===== src/rtl/wb_uart_pkg.sv =====
// Shared UART definitions: register offsets, STATUS/CTRL bit positions, FSM encodings.
// Latency: n/a (definitions only).
// Backpressure: n/a.
package uart_defs;

    // Register offsets, decoded from wb_adr_i[3:2]
    localparam logic [1:0] REG_DATA   = 2'd0;
    localparam logic [1:0] REG_STATUS = 2'd1;
    localparam logic [1:0] REG_CTRL   = 2'd2;
    localparam logic [1:0] REG_DIV    = 2'd3;

    // STATUS bit positions
    localparam int ST_TX_FULL   = 0;
    localparam int ST_TX_EMPTY  = 1;
    localparam int ST_RX_VALID  = 2;
    localparam int ST_RX_OVR    = 3;
    localparam int ST_FRAME_ERR = 4;
    localparam int ST_TX_OVF    = 5;
    localparam int ST_TX_BUSY   = 6;

    // CTRL bit positions
    localparam int CTRL_TX_IRQ_EN = 0;
    localparam int CTRL_RX_IRQ_EN = 1;

    typedef enum logic [1:0] {TX_IDLE, TX_START, TX_DATA, TX_STOP} tx_state_t;
    typedef enum logic [1:0] {RX_IDLE, RX_START, RX_DATA, RX_STOP} rx_state_t;

    // A bit period shorter than two clocks leaves no room for a mid-bit sample.
    function automatic logic [15:0] eff_div(input logic [15:0] div);
        return (div < 16'd2) ? 16'd2 : div;
    endfunction

endpackage


===== src/rtl/wb_uart_fifo.sv =====
// Synchronous FIFO with first-word-fall-through read data.
// Latency: a pushed word is visible on o_pop_dat / o_empty the cycle after the push.
// Backpressure: pushes while full are ignored unless a pop happens in the same cycle.
// Ports: i_clk/i_rst clock and sync reset; i_push/i_push_dat write side;
//        i_pop/o_pop_dat read side; o_full/o_empty occupancy flags.
module uart_fifo #(
    parameter int WIDTH = 8,
    parameter int DEPTH = 8
) (
    input  logic             i_clk,
    input  logic             i_rst,
    input  logic             i_push,
    input  logic [WIDTH-1:0] i_push_dat,
    input  logic             i_pop,
    output logic [WIDTH-1:0] o_pop_dat,
    output logic             o_full,
    output logic             o_empty
);
    localparam int AW = $clog2(DEPTH);

    logic [WIDTH-1:0] r_mem [DEPTH];
    logic [AW:0]      r_wr_ptr;
    logic [AW:0]      r_rd_ptr;
    logic             w_do_push;
    logic             w_do_pop;

    // Extra pointer MSB distinguishes full from empty when the indices match.
    assign o_empty   = (r_wr_ptr == r_rd_ptr);
    assign o_full    = (r_wr_ptr[AW] != r_rd_ptr[AW]) && (r_wr_ptr[AW-1:0] == r_rd_ptr[AW-1:0]);
    assign w_do_pop  = i_pop & ~o_empty;
    assign w_do_push = i_push & (~o_full | w_do_pop);
    assign o_pop_dat = r_mem[r_rd_ptr[AW-1:0]];

    always_ff @(posedge i_clk) begin
        if (w_do_push) begin
            r_mem[r_wr_ptr[AW-1:0]] <= i_push_dat;
        end
    end

    always_ff @(posedge i_clk) begin
        if (i_rst) begin
            r_wr_ptr <= '0;
            r_rd_ptr <= '0;
        end else begin
            if (w_do_push) r_wr_ptr <= r_wr_ptr + {{AW{1'b0}}, 1'b1};
            if (w_do_pop)  r_rd_ptr <= r_rd_ptr + {{AW{1'b0}}, 1'b1};
        end
    end

endmodule


===== src/rtl/wb_uart.sv =====
// Wishbone UART: DATA/STATUS/CTRL/DIV registers, TX FIFO + serializer, RX deserializer.
// Latency: ack one cycle after cyc&stb; TX frame starts two cycles after the DATA write ack.
// Backpressure: none on the bus; DATA writes into a full TX FIFO are dropped and flagged.
// Ports: wb_* Wishbone slave (clock wb_clk_i, sync active-high wb_rst_i);
//        uart_txd_o/uart_rxd_i serial line; uart_int_o level interrupt.
module wb_uart
    import uart_defs::*;
#(
    parameter int CLK_DIV_RST = 868,
    parameter int TX_DEPTH    = 8
) (
    input  logic        wb_clk_i,
    input  logic        wb_rst_i,
    input  logic        wb_cyc_i,
    input  logic        wb_stb_i,
    input  logic        wb_we_i,
    input  logic [31:0] wb_adr_i,
    input  logic [31:0] wb_dat_i,
    input  logic [3:0]  wb_sel_i,
    output logic [31:0] wb_dat_o,
    output logic        wb_ack_o,
    output logic        uart_txd_o,
    input  logic        uart_rxd_i,
    output logic        uart_int_o
);
    // Bus and register state
    logic        r_ack, r_rx_valid, r_rx_ovr, r_frame_err, r_tx_ovf, r_int;
    logic [1:0]  r_ctrl;
    logic [15:0] r_div;
    logic [7:0]  r_rx_byte;
    logic [31:0] w_rd_dat;
    logic [1:0]  w_reg;
    logic        w_req, w_acc, w_wr, w_data_wr, w_data_rd, w_stat_rd, w_unused;
    logic [15:0] w_div_m1, w_half_m1;

    // TX path
    tx_state_t   r_tx_state, w_tx_state_nxt;
    logic [15:0] r_tx_cnt, w_tx_cnt_nxt;
    logic [2:0]  r_tx_bit, w_tx_bit_nxt;
    logic [7:0]  r_tx_shift, w_tx_shift_nxt, w_fifo_dat;
    logic        r_txd, w_txd_nxt, w_tx_pop, w_tx_load, w_fifo_full, w_fifo_empty, w_tx_busy;

    // RX path
    rx_state_t   r_rx_state, w_rx_state_nxt;
    logic [15:0] r_rx_cnt, w_rx_cnt_nxt;
    logic [2:0]  r_rx_bit, w_rx_bit_nxt;
    logic [7:0]  r_rx_shift, w_rx_shift_nxt;
    logic        r_rx_s1, r_rx_s2, r_rx_prev, w_rx_done, w_rx_ferr;

    assign w_unused  = ^{wb_adr_i[31:4], wb_adr_i[1:0], wb_dat_i[31:16], wb_sel_i[3:2]};
    assign w_reg     = wb_adr_i[3:2];
    // r_ack masks the request for one cycle so a held strobe is acked exactly once.
    assign w_req     = wb_cyc_i & wb_stb_i & ~r_ack;
    assign w_acc     = r_ack & wb_cyc_i & wb_stb_i;
    assign w_wr      = w_acc & wb_we_i;
    assign w_data_wr = w_wr & (w_reg == REG_DATA) & wb_sel_i[0];
    assign w_data_rd = w_acc & ~wb_we_i & (w_reg == REG_DATA);
    assign w_stat_rd = w_acc & ~wb_we_i & (w_reg == REG_STATUS);
    assign w_div_m1  = eff_div(r_div) - 16'd1;
    assign w_half_m1 = (eff_div(r_div) >> 1) - 16'd1;
    assign w_tx_busy = (r_tx_state != TX_IDLE);

    assign wb_ack_o   = r_ack;
    assign wb_dat_o   = (r_ack & ~wb_we_i) ? w_rd_dat : '0;
    assign uart_txd_o = r_txd;
    assign uart_int_o = r_int;

    always_comb begin
        w_rd_dat = '0;
        case (w_reg)
            REG_DATA:   w_rd_dat = r_rx_valid ? {24'b0, r_rx_byte} : '0;
            REG_STATUS: begin
                w_rd_dat[ST_TX_FULL]   = w_fifo_full;
                w_rd_dat[ST_TX_EMPTY]  = w_fifo_empty;
                w_rd_dat[ST_RX_VALID]  = r_rx_valid;
                w_rd_dat[ST_RX_OVR]    = r_rx_ovr;
                w_rd_dat[ST_FRAME_ERR] = r_frame_err;
                w_rd_dat[ST_TX_OVF]    = r_tx_ovf;
                w_rd_dat[ST_TX_BUSY]   = w_tx_busy;
            end
            REG_CTRL:   w_rd_dat = {30'b0, r_ctrl};
            default:    w_rd_dat = {16'b0, r_div};
        endcase
    end

    uart_fifo #(.WIDTH(8), .DEPTH(TX_DEPTH)) u_tx_fifo (
        .i_clk      (wb_clk_i),
        .i_rst      (wb_rst_i),
        .i_push     (w_data_wr),
        .i_push_dat (wb_dat_i[7:0]),
        .i_pop      (w_tx_pop),
        .o_pop_dat  (w_fifo_dat),
        .o_full     (w_fifo_full),
        .o_empty    (w_fifo_empty)
    );

    // TX serializer: each state holds for one bit period, counted down in r_tx_cnt.
    always_comb begin
        w_tx_state_nxt = r_tx_state;
        w_tx_cnt_nxt   = r_tx_cnt - 16'd1;
        w_tx_bit_nxt   = r_tx_bit;
        w_tx_shift_nxt = r_tx_shift;
        w_tx_load      = 1'b0;
        case (r_tx_state)
            TX_IDLE:  w_tx_load = ~w_fifo_empty;
            TX_START: if (r_tx_cnt == 16'd0) begin
                w_tx_state_nxt = TX_DATA;
                w_tx_cnt_nxt   = w_div_m1;
                w_tx_bit_nxt   = 3'd0;
            end
            TX_DATA:  if (r_tx_cnt == 16'd0) begin
                w_tx_cnt_nxt = w_div_m1;
                if (r_tx_bit == 3'd7) begin
                    w_tx_state_nxt = TX_STOP;
                end else begin
                    w_tx_bit_nxt   = r_tx_bit + 3'd1;
                    w_tx_shift_nxt = r_tx_shift >> 1;
                end
            end
            default:  if (r_tx_cnt == 16'd0) begin
                // Chain straight into the next frame so back-to-back bytes have no idle gap.
                w_tx_load      = ~w_fifo_empty;
                w_tx_state_nxt = TX_IDLE;
            end
        endcase
        if (r_tx_state == TX_IDLE && !w_tx_load) w_tx_cnt_nxt = r_tx_cnt;
        if (w_tx_load) begin
            w_tx_state_nxt = TX_START;
            w_tx_cnt_nxt   = w_div_m1;
            w_tx_shift_nxt = w_fifo_dat;
        end
        w_tx_pop = w_tx_load;
        case (w_tx_state_nxt)
            TX_START: w_txd_nxt = 1'b0;
            TX_DATA:  w_txd_nxt = w_tx_shift_nxt[0];
            default:  w_txd_nxt = 1'b1;
        endcase
    end

    always_ff @(posedge wb_clk_i) begin
        if (wb_rst_i) begin
            r_tx_state <= TX_IDLE;
            r_tx_cnt   <= '0;
            r_tx_bit   <= '0;
            r_tx_shift <= '0;
            r_txd      <= 1'b1;
        end else begin
            r_tx_state <= w_tx_state_nxt;
            r_tx_cnt   <= w_tx_cnt_nxt;
            r_tx_bit   <= w_tx_bit_nxt;
            r_tx_shift <= w_tx_shift_nxt;
            r_txd      <= w_txd_nxt;
        end
    end

    // RX deserializer: half a bit after the falling edge lands mid-start-bit,
    // then full bit periods land mid-bit for the data and stop bits.
    always_comb begin
        w_rx_state_nxt = r_rx_state;
        w_rx_cnt_nxt   = r_rx_cnt - 16'd1;
        w_rx_bit_nxt   = r_rx_bit;
        w_rx_shift_nxt = r_rx_shift;
        w_rx_done      = 1'b0;
        w_rx_ferr      = 1'b0;
        case (r_rx_state)
            RX_IDLE: begin
                w_rx_cnt_nxt = r_rx_cnt;
                if (r_rx_prev & ~r_rx_s2) begin
                    w_rx_state_nxt = RX_START;
                    w_rx_cnt_nxt   = w_half_m1;
                end
            end
            RX_START: if (r_rx_cnt == 16'd0) begin
                // A high start sample means the edge was a glitch.
                w_rx_state_nxt = r_rx_s2 ? RX_IDLE : RX_DATA;
                w_rx_cnt_nxt   = w_div_m1;
                w_rx_bit_nxt   = 3'd0;
            end
            RX_DATA: if (r_rx_cnt == 16'd0) begin
                w_rx_shift_nxt = {r_rx_s2, r_rx_shift[7:1]};
                w_rx_cnt_nxt   = w_div_m1;
                w_rx_bit_nxt   = r_rx_bit + 3'd1;
                if (r_rx_bit == 3'd7) w_rx_state_nxt = RX_STOP;
            end
            default: if (r_rx_cnt == 16'd0) begin
                w_rx_state_nxt = RX_IDLE;
                w_rx_done      = r_rx_s2;
                w_rx_ferr      = ~r_rx_s2;
            end
        endcase
    end

    always_ff @(posedge wb_clk_i) begin
        if (wb_rst_i) begin
            r_rx_s1    <= 1'b1;
            r_rx_s2    <= 1'b1;
            r_rx_prev  <= 1'b1;
            r_rx_state <= RX_IDLE;
            r_rx_cnt   <= '0;
            r_rx_bit   <= '0;
            r_rx_shift <= '0;
        end else begin
            r_rx_s1    <= uart_rxd_i;
            r_rx_s2    <= r_rx_s1;
            r_rx_prev  <= r_rx_s2;
            r_rx_state <= w_rx_state_nxt;
            r_rx_cnt   <= w_rx_cnt_nxt;
            r_rx_bit   <= w_rx_bit_nxt;
            r_rx_shift <= w_rx_shift_nxt;
        end
    end

    always_ff @(posedge wb_clk_i) begin
        if (wb_rst_i) begin
            r_ack       <= 1'b0;
            r_ctrl      <= '0;
            r_div       <= 16'(CLK_DIV_RST);
            r_rx_byte   <= '0;
            r_rx_valid  <= 1'b0;
            r_rx_ovr    <= 1'b0;
            r_frame_err <= 1'b0;
            r_tx_ovf    <= 1'b0;
            r_int       <= 1'b0;
        end else begin
            r_ack <= w_req;
            if (w_wr && w_reg == REG_CTRL && wb_sel_i[0]) r_ctrl <= wb_dat_i[1:0];
            if (w_wr && w_reg == REG_DIV) begin
                if (wb_sel_i[0]) r_div[7:0]  <= wb_dat_i[7:0];
                if (wb_sel_i[1]) r_div[15:8] <= wb_dat_i[15:8];
            end
            // Clear-on-read first so an event in the same cycle is not lost.
            if (w_stat_rd) begin
                r_rx_ovr    <= 1'b0;
                r_frame_err <= 1'b0;
                r_tx_ovf    <= 1'b0;
            end
            if (w_data_wr && w_fifo_full && !w_tx_pop) r_tx_ovf <= 1'b1;
            if (w_rx_ferr) r_frame_err <= 1'b1;
            // A DATA read in the landing cycle consumes the old byte, so no overrun.
            if (w_rx_done) begin
                r_rx_byte  <= r_rx_shift;
                r_rx_valid <= 1'b1;
                if (r_rx_valid && !w_data_rd) r_rx_ovr <= 1'b1;
            end else if (w_data_rd) begin
                r_rx_valid <= 1'b0;
            end
            r_int <= (r_ctrl[CTRL_TX_IRQ_EN] & w_fifo_empty & ~w_tx_busy) |
                     (r_ctrl[CTRL_RX_IRQ_EN] & r_rx_valid);
        end
    end

endmodule


===== config.mk =====
export PLATFORM = sky130hd
export DESIGN_NAME = wb_uart
export DESIGN_NICKNAME = d
export VERILOG_FILES = /design/src/rtl/wb_uart_pkg.sv /design/src/rtl/wb_uart_fifo.sv /design/src/rtl/wb_uart.sv
export SDC_FILE = /design/constraint.sdc
export NUM_CORES = 1
export LEC_CHECK = 0
export BUFFER_PORTS_ARGS = -buffer_cell sky130_fd_sc_hd__clkbuf_2
export CORE_MARGIN = 3
export CORE_UTILIZATION = 35
export DETAILED_ROUTE_END_ITERATION = 16
export SYNTH_ARGS = -nofsm -noshare
export SYNTH_HDL_FRONTEND = slang
export SYNTH_SLANG_ARGS = --single-unit

===== constraint.sdc =====
create_clock -name wb_clk_i -period 7.4 [get_ports wb_clk_i]
set_input_delay 0.37 -clock wb_clk_i [delete_from_list [all_inputs] [get_ports wb_clk_i]]
set_output_delay 0.37 -clock wb_clk_i [all_outputs]
set_load 0.02 [all_outputs]

# Word-level counts from Yosys, hierarchy flattened
# Memory sizes are Yosys's and may differ from the RTL's. A register that Yosys moved wholly into a read port is not among the register bits.
# Cells that the tools add are included.
op_classes:
  n_reduce_logical: 35
  magnitude_cmp: 1
  n_eq_ne: 23
  n_mux: 55
  n_addsub: 8
  bitwise: 25
op_table:
  columns: ["operator", "n"]
  rows:
  - ["$mux W16", 7]
  - ["$sub A16 B1 Y16 const B", 3]
  - ["$mux W8", 5]
  - ["$logic_not A16 Y1", 2]
  - ["$mux W32", 1]
  - ["$pmux W16 S2", 1]
  - ["$mux W2", 11]
  - ["$mux W3", 7]
  - ["$pmux W7 S3", 1]
  - ["$pmux W9 S2", 1]
  - ["$reduce_bool A2 Y1", 9]
  - ["$and A1 B1 Y1", 17]
  - ["$lt A16 B2 Y1 const B", 1]
  - ["$sub A15 B1 Y16 const B", 1]
  - ["$mux W1", 15]
  - ["$ne A2 B2 Y1 const B", 7]
  - ["$pmux W2 S3", 2]
  - ["$pmux W3 S2", 2]
  - ["$eq A2 B2 Y1 const B", 5]
  - ["$add A4 B1 Y4 const B", 2]
  - ["$eq A2 B1 Y1 const B", 4]
  - ["$logic_and A1 B1 Y1", 8]
  - ["$add A3 B1 Y3 const B", 2]
  - ["$eq A3 B3 Y1 const B", 2]
  - ["15 further kinds", 31]
word_totals:
  input_bits: 74
  output_inout_bits: 35
  wordCells: 173
  ram_bits: 64
  memories: 1
  regBits: 102
memory_table:
  columns: ["memory", "words", "width", "rd", "rd_clocked_by_memory_dff", "write_ports", "line", "text"]
  rows:
  - ["u_tx_fifo.r_mem", 8, 8, 1, 1, 1, "wb_uart_fifo.sv:21", "logic [WIDTH-1:0] r_mem [DEPTH];"]

# Logic depth before layout (Yosys ltp)
depth:
  word_depth: 9
  mapped_depth: 11
  ltp_nobuf: 10

# Hierarchy
# A second synthesis with hierarchy kept.
unflattened:
  cells_unflattened: 936
  hier_area_um2: 8946.1
modules_own_cells:
  columns: ["mod", "cells_per_inst", "seq_area_each_um2", "area_per_inst_um2", "n_inst"]
  rows:
  - ["wb_uart", 772, 1881.8, 5929.4, 1]
  - ["uart_fifo", 164, 2142.1, 3016.6, 1]

# Worst setup path before layout
# OpenSTA, ideal clock, no wires.
synth_path:
  kind: "reg2reg"
  startpoint: "register r_tx_cnt[0]"
  endpoint: "memory u_tx_fifo.r_mem[1][0] (enable)"
  path_stages_with_launch: 10
  arrival_ns: 2.778
  period_less_slack_ns: 3.163
  setup_slack_ns: 4.237
  setup_time_ns: 0.385
  path_buffers: 1
  required_time_ns: 7.015
  path_cell_list: "dfxtp_1 > inv_1 > ha_1 > or4b_4 > o31ai_1 > and3_1 > clkbuf_1 > a21o_1 > nand2b_1 > nor3b_1"
synth_between:
  elab_chain_cells: 8
synth_lines:
  columns: ["item", "line", "text"]
  rows:
  - ["from (decl)", "wb_uart.sv:38", "logic [15:0] r_tx_cnt, w_tx_cnt_nxt;"]
  - ["from (signal assigned)", "wb_uart.sv:149", "r_tx_cnt <= w_tx_cnt_nxt;"]
  - ["$logic_not A16 Y1", "wb_uart.sv:120", "default: if (r_tx_cnt == 16'd0) begin"]
  - ["$mux W1", "wb_uart.sv:120", null]
  - ["$pmux W1 S2", "wb_uart.sv:104", "case (r_tx_state)"]
  - ["$and A1 B1 Y1", "wb_uart_fifo.sv:30", "assign w_do_pop = i_pop & ~o_empty;"]
  - ["$or A1 B1 Y1", "wb_uart_fifo.sv:31", "assign w_do_push = i_push & (~o_full | w_do_pop);"]
  - ["$and A1 B1 Y1", "wb_uart_fifo.sv:31", null]
  - ["$mux W1", "wb_uart_fifo.sv:35", "if (w_do_push) begin"]
  - ["$mux W1 (implied by the code)", "wb_uart_fifo.sv:36", "r_mem[r_wr_ptr[AW-1:0]] <= i_push_dat;"]
  - ["to (decl)", "wb_uart_fifo.sv:21", null]
# Every way passes these cells.

# Final worst setup path
layout_path:
  startpoint: "register r_div[8]"
  endpoint: "register r_rx_cnt[12]"
layout_between:
  elab_chain_cells: 5
  elab_cells_between_ends: 7
  cone_classes: "add/sub (2); order compare (1); mux (4)"
layout_lines:
  columns: ["item", "line", "text"]
  rows:
  - ["from (decl)", "wb_uart.sv:29", "logic [15:0] r_div;"]
  - ["from (signal assigned)", "wb_uart.sv:217", "r_div <= 16'(CLK_DIV_RST);"]
  - ["from (signal assigned)", "wb_uart.sv:229", "if (wb_sel_i[1]) r_div[15:8] <= wb_dat_i[15:8];"]
  - ["$lt A16 B2 Y1", "wb_uart_pkg.sv:30", "return (div < 16'd2) ? 16'd2 : div;"]
  - ["$mux W16 *", "wb_uart_pkg.sv:30", null]
  - ["$sub A16 B1 Y16 or $sub A15 B1 Y16 (tied branches)", "wb_uart.sv:59, wb_uart.sv:60", null]
  - ["$mux W16 (on tied branches)", "wb_uart.sv:173, wb_uart.sv:179, wb_uart.sv:168", null]
  - ["$pmux W16 S2 *", "wb_uart.sv:165", "case (r_rx_state)"]
  - ["to (signal assigned)", "wb_uart.sv:207", "r_rx_cnt <= w_rx_cnt_nxt;"]
  - ["to (decl)", "wb_uart.sv:45", "logic [15:0] r_rx_cnt, w_rx_cnt_nxt;"]
# Mark *: on every way between the ends. The rest lies on a longest branch, timed or not. The select of a mux whose other input is x is not followed.
# A chain may end at the register's enable or synchronous reset.

==> results.ini <==
[clock_network]
postCtsSetupRepairBufs=0
cts_tree=yes
clock-sinks=169
htreeDepth=4
cts_root_buffer=clkbuf_16
clock_latency_ns=0.43
ctsHoldBuffers=0
ctsLongestPathBuffers=2
cts_resized=0
cts_buffers=17
path_clk_slew_ns=0.07

[status]
status=complete, no violations

[global_routing]
grt_pass1_wl_mm=35.5
antenna_found_initial=0
overflow=0
grt_start_max_net_pins=50
track_usage=0.165
grt_pass1_vias=6546

[floorplanning]
core_mm2=0.0246
pin_count=109
row_count=57
start_util=0.361
chipWidth_um=165
die_y_um=165
dieArea_mm2=0.0273

[placement]
port_buffers=44
gp_congestion=0.873
hpwl_mm=15.2
place_inst=1243
post_dp_cell_area_mm2=0.00928
place_ws_ns=3.87

[logic_synthesis]
ys_warn_count=0
synth_largest_area_cell=dfxtp_1
syn_area_per_cell_um2=9.60
synth_top_area_frac=0.237
synth.yosys.seq_area_share=0.453
synthFlopType=dfxtp_1
synth_fa_ha_area_frac=0.0296
synth-edff-count=64
synth_area_mm2=0.00889
synth-seq-cells=169
synth_compound_area_frac=0.133
synth_cell_type_count=76
synthXorXnorAreaFrac=0.0404
synth_cells=926
yosys.area_share.simple=0.197
synthMuxAreaShare=0.0970
synth_top_cells_by_area=dfxtp_1, edfxtp_1, nor2_1
synth_top_family_by_area=simple AND/OR/NAND/NOR gates
synthArstFlopShare=0

[sta]
setup_ws_ns=3.76
finalHoldViolCount=0
tns_ns=0
setup_viol=0
slew_headroom=0.283
fin_crit_ns=3.64
rsz0062_at_grt=no
slew_violations=0
skew_ns=0.00892
finalCritPeriodShare=0.492
clock.fmax_mhz=274
worst_slew_pin_slew_ns=1.07

[worst_setup_path]
cp.arrival_ns=3.94
worst_setup_path_start_kind=flop
critPathMaxFanout=10
crit_start=r_div[8]
end_kind=flop
cp.required_ns=7.70
r2r-start=r_div[8]
path_class=reg2reg

[cells_and_area]
area_growth_syn_to_layout_pct=11.1
fin_cells=1274
num-nets-final=1033
layout_common_cells=nor2_1, dfxtp_1, nand2_1
design_area_mm2=0.00987
drive_above_1_share=0.132
antenna_cells=0
final_common_cell=nor2_1

[drt]
dr.pass1.iters=5
via_per_inst=5.49
wl_mm=22.2
drt-wirelength-per-cell_um=17.4
drc=0
drt_iter0_markers=531
vias=6995
ant_nets=0

[pwr]
peakVddDrop_uv=175
power_leakage_nw=3.68
p_total_mw=3.08
powerDensity_mw_per_mm2=312

[min_path]
hold_path_class=in2reg
hp-start=uart_rxd_i

[run]
cap_violations=0

-- path summary, 6_finish.rpt --
| check | end | slack (ns) | cells past startpoint |
|---|---|---|---|
| worst min-delay path | r_rx_s1 | 0.14 | 2 |
| worst max register to register | r_rx_cnt[12] | 3.76 | 9 |
| worst max-delay path | r_rx_cnt[12] | 3.76 | 9 |
| worst min register to register | r_rx_s2 | 0.42 | 1 |
-- report_power, final --
part / internal (mW) / total (mW) / switching [mW]
Clock: 0.479 / 0.885 / 0.406
Combinational: 0.402 / 1.06 / 0.663
Sequential: 1.04 / 1.13 / 0.0897
-- state kept, by name, indices dropped and copies added (netlist names), 4 cells and up, named ones only --
name	flops
r_div	16
r_rx_byte	8
r_rx_cnt	16
r_rx_shift	8
r_tx_cnt	16
r_tx_shift	8
u_tx_fifo.r_mem	64
u_tx_fifo.r_rd_ptr	4
u_tx_fifo.r_wr_ptr	4
-- critical path, stage by stage (launching register included) --
cell and delay, ns:
dfxtp_1 0.40, nor4_1 0.77, nand4_1 0.52, nand2_1 0.29, ha_1 0.38, nand4_1 0.17
xor2_1 0.39, nor3_1 0.09, a2111oi_0 0.44, nor2_1 0.09
-- metrics by stage --
step | hold slack (ns) | util
after floorplan | 0.389 | -
after detailed placement | 0.401 | 0.377
final | 0.141 | 0.401
after CTS | 0.119 | 0.401
after global placement | 0.393 | 0.377
after global routing | 0.127 | 0.401
-- cells in the mapped netlist (4+ instances only) --
| master | number |
|---|---|
| a21boi_0 | 4 |
| xor2_1 | 22 |
| buf_4 | 17 |
| o21ai_0 | 31 |
| a31oi_1 | 11 |
| o31ai_1 | 7 |
| or4_1 | 9 |
| a211o_1 | 4 |
| nand2_1 | 79 |
| a41oi_1 | 4 |
| a21oi_1 | 44 |
| a311oi_1 | 7 |
| nand4_1 | 11 |
| mux2i_1 | 40 |
| nor4_1 | 11 |
| nor2_1 | 108 |
| o22ai_1 | 6 |
| nor3b_1 | 5 |
| clkbuf_1 | 48 |
| a211oi_1 | 14 |
| nand2b_1 | 5 |
| mux4_2 | 16 |
| and2_1 | 14 |
| nor4b_1 | 4 |
| o211ai_1 | 4 |
| or3_1 | 6 |
| a22oi_1 | 8 |
| inv_1 | 25 |
| xnor2_1 | 19 |
| dfxtp_1 | 105 |
| or2_2 | 8 |
| and3_1 | 11 |
| nor2b_1 | 6 |
| edfxtp_1 | 64 |
| mux2_2 | 9 |
| nand3_1 | 24 |
| ha_1 | 21 |
| nor3_1 | 36 |
-- area by class of cell --
cell class,count,area (um^2)
well taps,324,405
repair buffers,50,268
clock inverters,14,160
flip-flops and latches,169,4020
fillers,2468,14700
multi-input cells,674,4490
clock buffers,17,425
inverters,26,97.6
-- per-layer routing --
metal / track usage / wire, um
met5: 0 / 0
met4: 0.0544 / 384
met3: 0.0279 / 1020
met2: 0.254 / 10100
met1: 0.237 / 10700
-- cell families (layout without fill, tap and decap cells) --
group / Yosys count / count (layout)
fa+ha+maj: 21 / 21
simple gates: 354 / 354
xor+xnor: 41 / 41
flops: 169 / 169
mux: 65 / 65
other cells: 1 / 16
compound gates: 177 / 177
buf+inv: 98 / 107
Note: power is estimated with default switching activity, not from simulation.
